==> src/rtl/serial_adder_pkg.sv <==
// rtl/serial_adder_pkg.sv - shared state encodings for the serial arithmetic units
package serial_adder_pkg;

    typedef logic [1:0] state_t;

    localparam state_t IDLE = 2'b00;
    localparam state_t BUSY = 2'b01;
    localparam state_t DONE = 2'b10;

endpackage

==> src/rtl/serial_adder_full_adder.sv <==
// rtl/serial_adder_full_adder.sv - single-bit full adder used by the serial datapath
module serial_adder_full_adder (
    input  logic a,
    input  logic b,
    input  logic cin,
    output logic sum,
    output logic cout
);

    assign sum  = a ^ b ^ cin;
    assign cout = (a & b) | (cin & (a ^ b));

endmodule

==> src/rtl/serial_adder.sv <==
// rtl/serial_adder.sv - bit-serial add/subtract, one bit per clock, LSB first
module serial_adder
    import serial_adder_pkg::*;
#(
    parameter int WIDTH = 32
) (
    input  logic             clk,
    input  logic             reset,
    input  logic             start,
    input  logic             sub,
    input  logic [WIDTH-1:0] op_a,
    input  logic [WIDTH-1:0] op_b,
    output logic             busy,
    output logic             done,
    output logic [WIDTH-1:0] result,
    output logic             carry_out,
    output logic             overflow
);

    localparam int CNT_W = $clog2(WIDTH);
    localparam logic [CNT_W-1:0] LAST_BIT = CNT_W'(WIDTH - 1);

    state_t           state;
    state_t           state_next;
    logic [WIDTH-1:0] a_sh;
    logic [WIDTH-1:0] b_sh;
    logic [WIDTH-2:0] sum_sh;
    logic [WIDTH-1:0] sum_next;
    logic             carry;
    logic [CNT_W-1:0] cnt;
    logic             last_bit;
    logic             fa_sum;
    logic             fa_cout;

    serial_adder_full_adder u_fa (
        .a    (a_sh[0]),
        .b    (b_sh[0]),
        .cin  (carry),
        .sum  (fa_sum),
        .cout (fa_cout)
    );

    assign last_bit = (cnt == LAST_BIT);
    assign sum_next = {fa_sum, sum_sh};

    always_ff @(posedge clk) begin
        if (reset) begin
            state <= IDLE;
        end else begin
            state <= state_next;
        end
    end

    always_comb begin
        state_next = state;
        case (state)
            IDLE:    if (start) state_next = BUSY;
            BUSY:    if (last_bit) state_next = DONE;
            DONE:    state_next = IDLE;
            default: state_next = IDLE;
        endcase
    end

    always_comb begin
        busy = (state != IDLE);
        done = (state == DONE);
    end

    // carry still holds the carry into the MSB while the last bit is processed
    always_ff @(posedge clk) begin
        if (reset) begin
            a_sh      <= '0;
            b_sh      <= '0;
            sum_sh    <= '0;
            carry     <= 1'b0;
            cnt       <= '0;
            result    <= '0;
            carry_out <= 1'b0;
            overflow  <= 1'b0;
        end else begin
            case (state)
                IDLE: begin
                    if (start) begin
                        a_sh  <= op_a;
                        b_sh  <= op_b ^ {WIDTH{sub}};
                        carry <= sub;
                        cnt   <= '0;
                    end
                end
                BUSY: begin
                    a_sh   <= a_sh >> 1;
                    b_sh   <= b_sh >> 1;
                    sum_sh <= sum_next[WIDTH-1:1];
                    carry  <= fa_cout;
                    cnt    <= cnt + CNT_W'(1);
                    if (last_bit) begin
                        result    <= sum_next;
                        carry_out <= fa_cout;
                        overflow  <= carry ^ fa_cout;
                    end
                end
                default: ;
            endcase
        end
    end

endmodule

==> config.mk <==
export PLATFORM = sky130hd
export DESIGN_NAME = serial_adder
export DESIGN_NICKNAME = d
export VERILOG_FILES = /design/src/rtl/serial_adder_pkg.sv /design/src/rtl/serial_adder_full_adder.sv /design/src/rtl/serial_adder.sv
export SDC_FILE = /design/constraint.sdc
export NUM_CORES = 1
export LEC_CHECK = 0
export CAP_MARGIN = 20
export CORE_MARGIN = 4
export CORE_UTILIZATION = 40
export CTS_BUF_LIST = sky130_fd_sc_hd__clkbuf_2 sky130_fd_sc_hd__clkbuf_4 sky130_fd_sc_hd__clkbuf_8
export DETAILED_ROUTE_END_ITERATION = 8
export GPL_TIMING_DRIVEN = 0
export MAX_ROUTING_LAYER = met4
export PLACE_DENSITY = 0.6
export SLEW_MARGIN = 20
export SYNTH_ARGS = -nofsm -noshare
export SYNTH_HDL_FRONTEND = slang
export SYNTH_SLANG_ARGS = --single-unit
==> constraint.sdc <==
create_clock -name clk -period 2.9 [get_ports clk]
set_clock_uncertainty 0.2 [all_clocks]
set_input_delay 0.58 -clock clk [delete_from_list [all_inputs] [get_ports clk]]
set_output_delay 0.58 -clock clk [all_outputs]
set_load 0.01 [all_outputs]
### Word level (Yosys, flattened, before mapping)

Cells that the tools add are included.

| cells by class | value |
|---|---|
| $add $sub $neg | 1 |
| equal/unequal tests | 5 |
| multiplexer cells | 11 |
| bitwise operators | 7 |
| reductions and logical operators | 6 |

Operator list:

| operator | count |
|---|---|
| 32-bit case mux with 2 select lines | 2 |
| 32-bit 2-to-1 mux | 2 |
| 32-bit XOR | 1 |
| 5-bit case mux with 2 select lines | 1 |
| 2-bit AND reduction | 3 |
| 5-bit by 1-bit adder with 5-bit output, second input constant | 1 |
| 5-bit == test, second input constant | 1 |
| 5-bit 2-to-1 mux | 1 |
| 2-bit 2-to-1 mux | 2 |
| 2-bit != test, second input constant | 2 |
| 2-bit case mux with 2 select lines | 1 |
| 2-bit nonzero test | 2 |
| 1-bit XOR | 3 |
| 1-bit AND | 2 |
| 2-bit by 1-bit == test with 1-bit output, second input constant | 1 |
| 2-bit == test, second input constant | 1 |
| 2-bit logical NOT | 1 |
| 1-bit case mux with 2 select lines | 1 |
| 1-bit 2-to-1 mux | 1 |
| 1-bit OR | 1 |

| word-level totals | value |
|---|---|
| register bits | 137 |
| input bits | 68 |
| word-level logic and storage cells | 39 |

### Depth between registers and ports, before layout

| logic depth | value |
|---|---|
| depth after elaboration | 4 |
| mapped depth | 8 |

### Cells and area by module

From an unflattened synthesis, not the netlist that was laid out.

| second synthesis, totals | value |
|---|---|
| cells, all modules | 683 |
| area, all modules | 5868.1 um^2 |

Modules (own cells, without submodules):

| module | times used | cells each | area each (um^2) | sequential area each (um^2) |
|---|---|---|---|---|
| serial_adder | 1 | 682 | 5848.1 | 2742.6 |
| serial_adder_full_adder | 1 | 1 | 20.0 | 0.0 |

### Worst setup path before layout

No wires, ideal clock.

| timing path | value |
|---|---|
| path type | register to register |
| start point | register cnt[0] |
| end point | register result[11] |
| library setup time | 132 ps |
| arrival time | 1492 ps |
| required time | 2568 ps |
| setup slack | 1076 ps |
| stages on the path, launching flop included | 9 |
| path buffers | 2 |
| period minus slack after synthesis | 1824 ps |
| cells stage by stage | dfxtp_1 ha_1 and3_1 ha_1 and3b_1 buf_4 buf_4 nand2_1 a21oi_1 |

| between the ends | value |
|---|---|
| cells in the longest elaborated chain, start to end | 2 |

Ends and longest elaborated chain:

| item | RTL line | RTL |
|---|---|---|
| start, declared | serial_adder.sv:30 | `logic [CNT_W-1:0] cnt;` |
| start signal, assigned | serial_adder.sv:95 | `cnt <= cnt + CNT_W'(1);` |
| 5-bit == test | serial_adder.sv:43 | `assign last_bit = (cnt == LAST_BIT);` |
| 2-bit AND reduction (no line) | -- |  |
| end signal, assigned | serial_adder.sv:97 | `result <= sum_next;` |
| end, declared | serial_adder.sv:15 | `output logic [WIDTH-1:0] result,` |

No other way between the ends.
A chain may end at the register's enable or synchronous reset.

### Worst setup path in the final report

| timing path | value |
|---|---|
| start point | register state[1] |
| end point | output done |

| between the ends | value |
|---|---|
| cells in the longest elaborated chain, start to end | 1 |

Ends and longest elaborated chain:

| item | RTL line | RTL |
|---|---|---|
| start, declared | serial_adder.sv:23 | `state_t state;` |
| start signal, assigned | serial_adder.sv:50 | `state <= state_next;` |
| 2-bit == test | serial_adder.sv:66 | `done = (state == DONE);` |
| end, declared | serial_adder.sv:14 | `output logic done,` |

No other way between the ends.

==> metrics.txt <==
status completed; Rel. slew slack about three fifths; Startpoint Class flop; Overflow after GRT 0; Worst EP arrival roughly 1.8 ns; Max IR drop VDD 0.279 mV; Syn-to-layout area delta 27.6%; crit end category output port; Post-DP HPWL approximately 9.8 mm; post-CTS setup buffers 0; Final Wtd Congestion slightly below 0.8; GRT Total Usage 17.0%; CTS tree built; Synth top area share a little under half; WL/cell 13.3 microns; Synth cell types 38; FF+latch area between 0.002 and 0.003 sq mm; Final Hold Fails 0; Synth async-reset ratio 0%; H-tree levels 4; cell taking the most area after synthesis dfxtp_1; unrepaired setup endpoints after global routing false; chip width approximately 130 microns; #FFs+latches synth between 100 and 150; layout cells sized above 1 9.71%; post-route setup TNS 0 ns; die area between 0.015 and 0.02 sq mm; antenna violations before repair 0; post-cts resize count 0; DRC Markers 0; Clock Path Buffers 2; top cells by area, synth dfxtp_1 47%, a21oi_1 8.3%, nand2_1 8.3%; Final Max Tran Viols 0; HP Class flop to flop; routed vias 4965; largest net degree at the start of global routing 20; port bufs between 100 and 150; diode count 0; period utilization ~90%; cell row count 43; CTS buffer count 17; Post-Syn Instances around 700; Worst-Margin Slew 0.612 ns; max_cap viols 0; syn_nets approximately 750; EDFF count, synth 0; final setup fails 0; global-route wire length before repair between 20 and 25 mm; Die Span Y between 100 and 150 microns; Ys Warns 0; Pwr Density between 500 and 600 mW/mm^2; min cycle time layout ~2.6 ns; Critical Setup Path Class flop to output port; Root Driver clkbuf_8; TritonCTS Sinks ~140; Routed WL between 10 and 15 mm; core area approximately 0.014 sq mm; Post-synth top cells 137 x dfxtp_1, 129 x nand2_1, 97 x a21oi_1; I/O Pins ~100; drt first-iter violations ~280; Initial Utilization between 40% and 50%; total design power approximately 4.0 mW; Mean Syn Cell Area 8.59 sq um; via/cell ratio about 5; vias in the first global route roughly 4.8k; DR pass1 iterations 4; WP data required about 2.1 ns; Seq/Total Area, Yosys 46.8%; Mapped Area between 0.005 and 0.006 sq mm; Reg clk slew, reported paths roughly 0.07 ns; top_reg_cell synth dfxtp_1; fill count ~1.4k; Final ANT Viol Nets 0; fmax roughly 390 MHz; P_leak approximately 2.6 nW; Crit Path Max Fanout 19; most frequent cell after synthesis dfxtp_1; clock latency on the worst-skew pair around 0.43 ns; area occupied by multi-input gates about 0.0027 sq mm; Final #Nets around 870
[what timing repair did]
action	CTS	global route
setup endpoints to repair	2	1
cloned	0	0
hold buffers	0	0
[registers in the layout (all words and copies together), names as in the netlist]
name	count
a_sh	32
b_sh	32
result	32
sum_sh	31
cnt	5
state	2
carry	1
carry_out	1
overflow	1
[through the flow]
step           instances  hold slack [ns]  worst slack, ns  util [%]  area [sq um]
2_1_floorplan        683            0.232             1.08         -          5870
3_3_place_gp         964            0.238            0.394      50.4          7100
3_5_place_dp         964            0.248            0.328      50.4          7100
4_1_cts              995            0.258           0.0269      53.1          7490
5_1_grt              994            0.271            0.159      53.1          7480
6_report             994            0.256            0.304      53.1          7480
[layout make-up]
class / count / share of cell area [%]
sequential: 137 / 36.6
multi-input combinational: 483 / 36.6
timing repair buffer: 101 / 13.5
buffer: 61 / 4.98
clock buffer: 24 / 3.91
tap: 180 / 3.01
clock inverter: 8 / 1.29
[worst max-delay path, cell delays in order (launching register included)]
cell and delay [ns]:
dfxtp_1 0.40, buf_4 0.28, nor2b_1 0.16, clkdlybuf4s50_1 0.54
[metal layers]
| layer | part of all wire, % | routed length (microns) | vias to the layer above | track usage [%] |
|---|---|---|---|---|
| li1 | - | - | 2564 | - |
| met1 | 47 | 6190 | 2264 | 21.2 |
| met2 | 47 | 6150 | 112 | 26.7 |
| met3 | 4.7 | 618 | 25 | 4.20 |
| met4 | 2.0 | 265 | 0 | 6.49 |
| met5 | 0 | 0 | - | - |
[report_power, final]
group	internal [mW]	total, mW	switching, mW
clock	0.839	1.52	0.684
combinational	0.257	0.488	0.231
sequential	1.96	2.00	0.0415
total	3.06	4.01	0.956
[worst paths after layout]
check | startpoint | endpoint | slack [ns] | cells after the start
max | state[1] | done | 0.30 | 3
min | result[20] | result[20] | 0.26 | 2
max reg2reg | cnt[0] | result[19] | 0.95 | 8
min reg2reg | result[20] | result[20] | 0.26 | 2
[cells by family after synthesis]
kind of cell | count (synthesis) | share of synthesized area (%)
xor gates and xnor gates | 33 | 4.93
AOI/OAI and AO/OA | 170 | 17.4
and+or+nand+nor | 277 | 23.7
buffers and inverters | 63 | 6.48
adders and majority gates | 3 | 0.768
DFF | 137 | 46.8
[layout by cell type, fill, tap and decap left out, drive strengths merged]
master         instances
nor2                  39
buf                   39
clkbuf                46
or2                    1
and3                   1
o21ba                  1
nand3                  2
a21oi                 97
nor2b                  1
o21bai                 1
o22ai                 31
clkinvlp               1
nand2b                28
and3b                  1
a31oi                  1
dfxtp                137
xnor2                 32
and2b                  1
or3                    1
or2b                   6
o211a                  1
a22oi                 35
clkdlybuf4s50        101
nand2                129
a211oi                 3
ha                     2
fa                     1
bufinv                 2
clkinv                 5
xor2                   1
or3b                  32
nor3b                  1
nand3b                 1
nor3                  33
(Power assumes the default switching activity.)
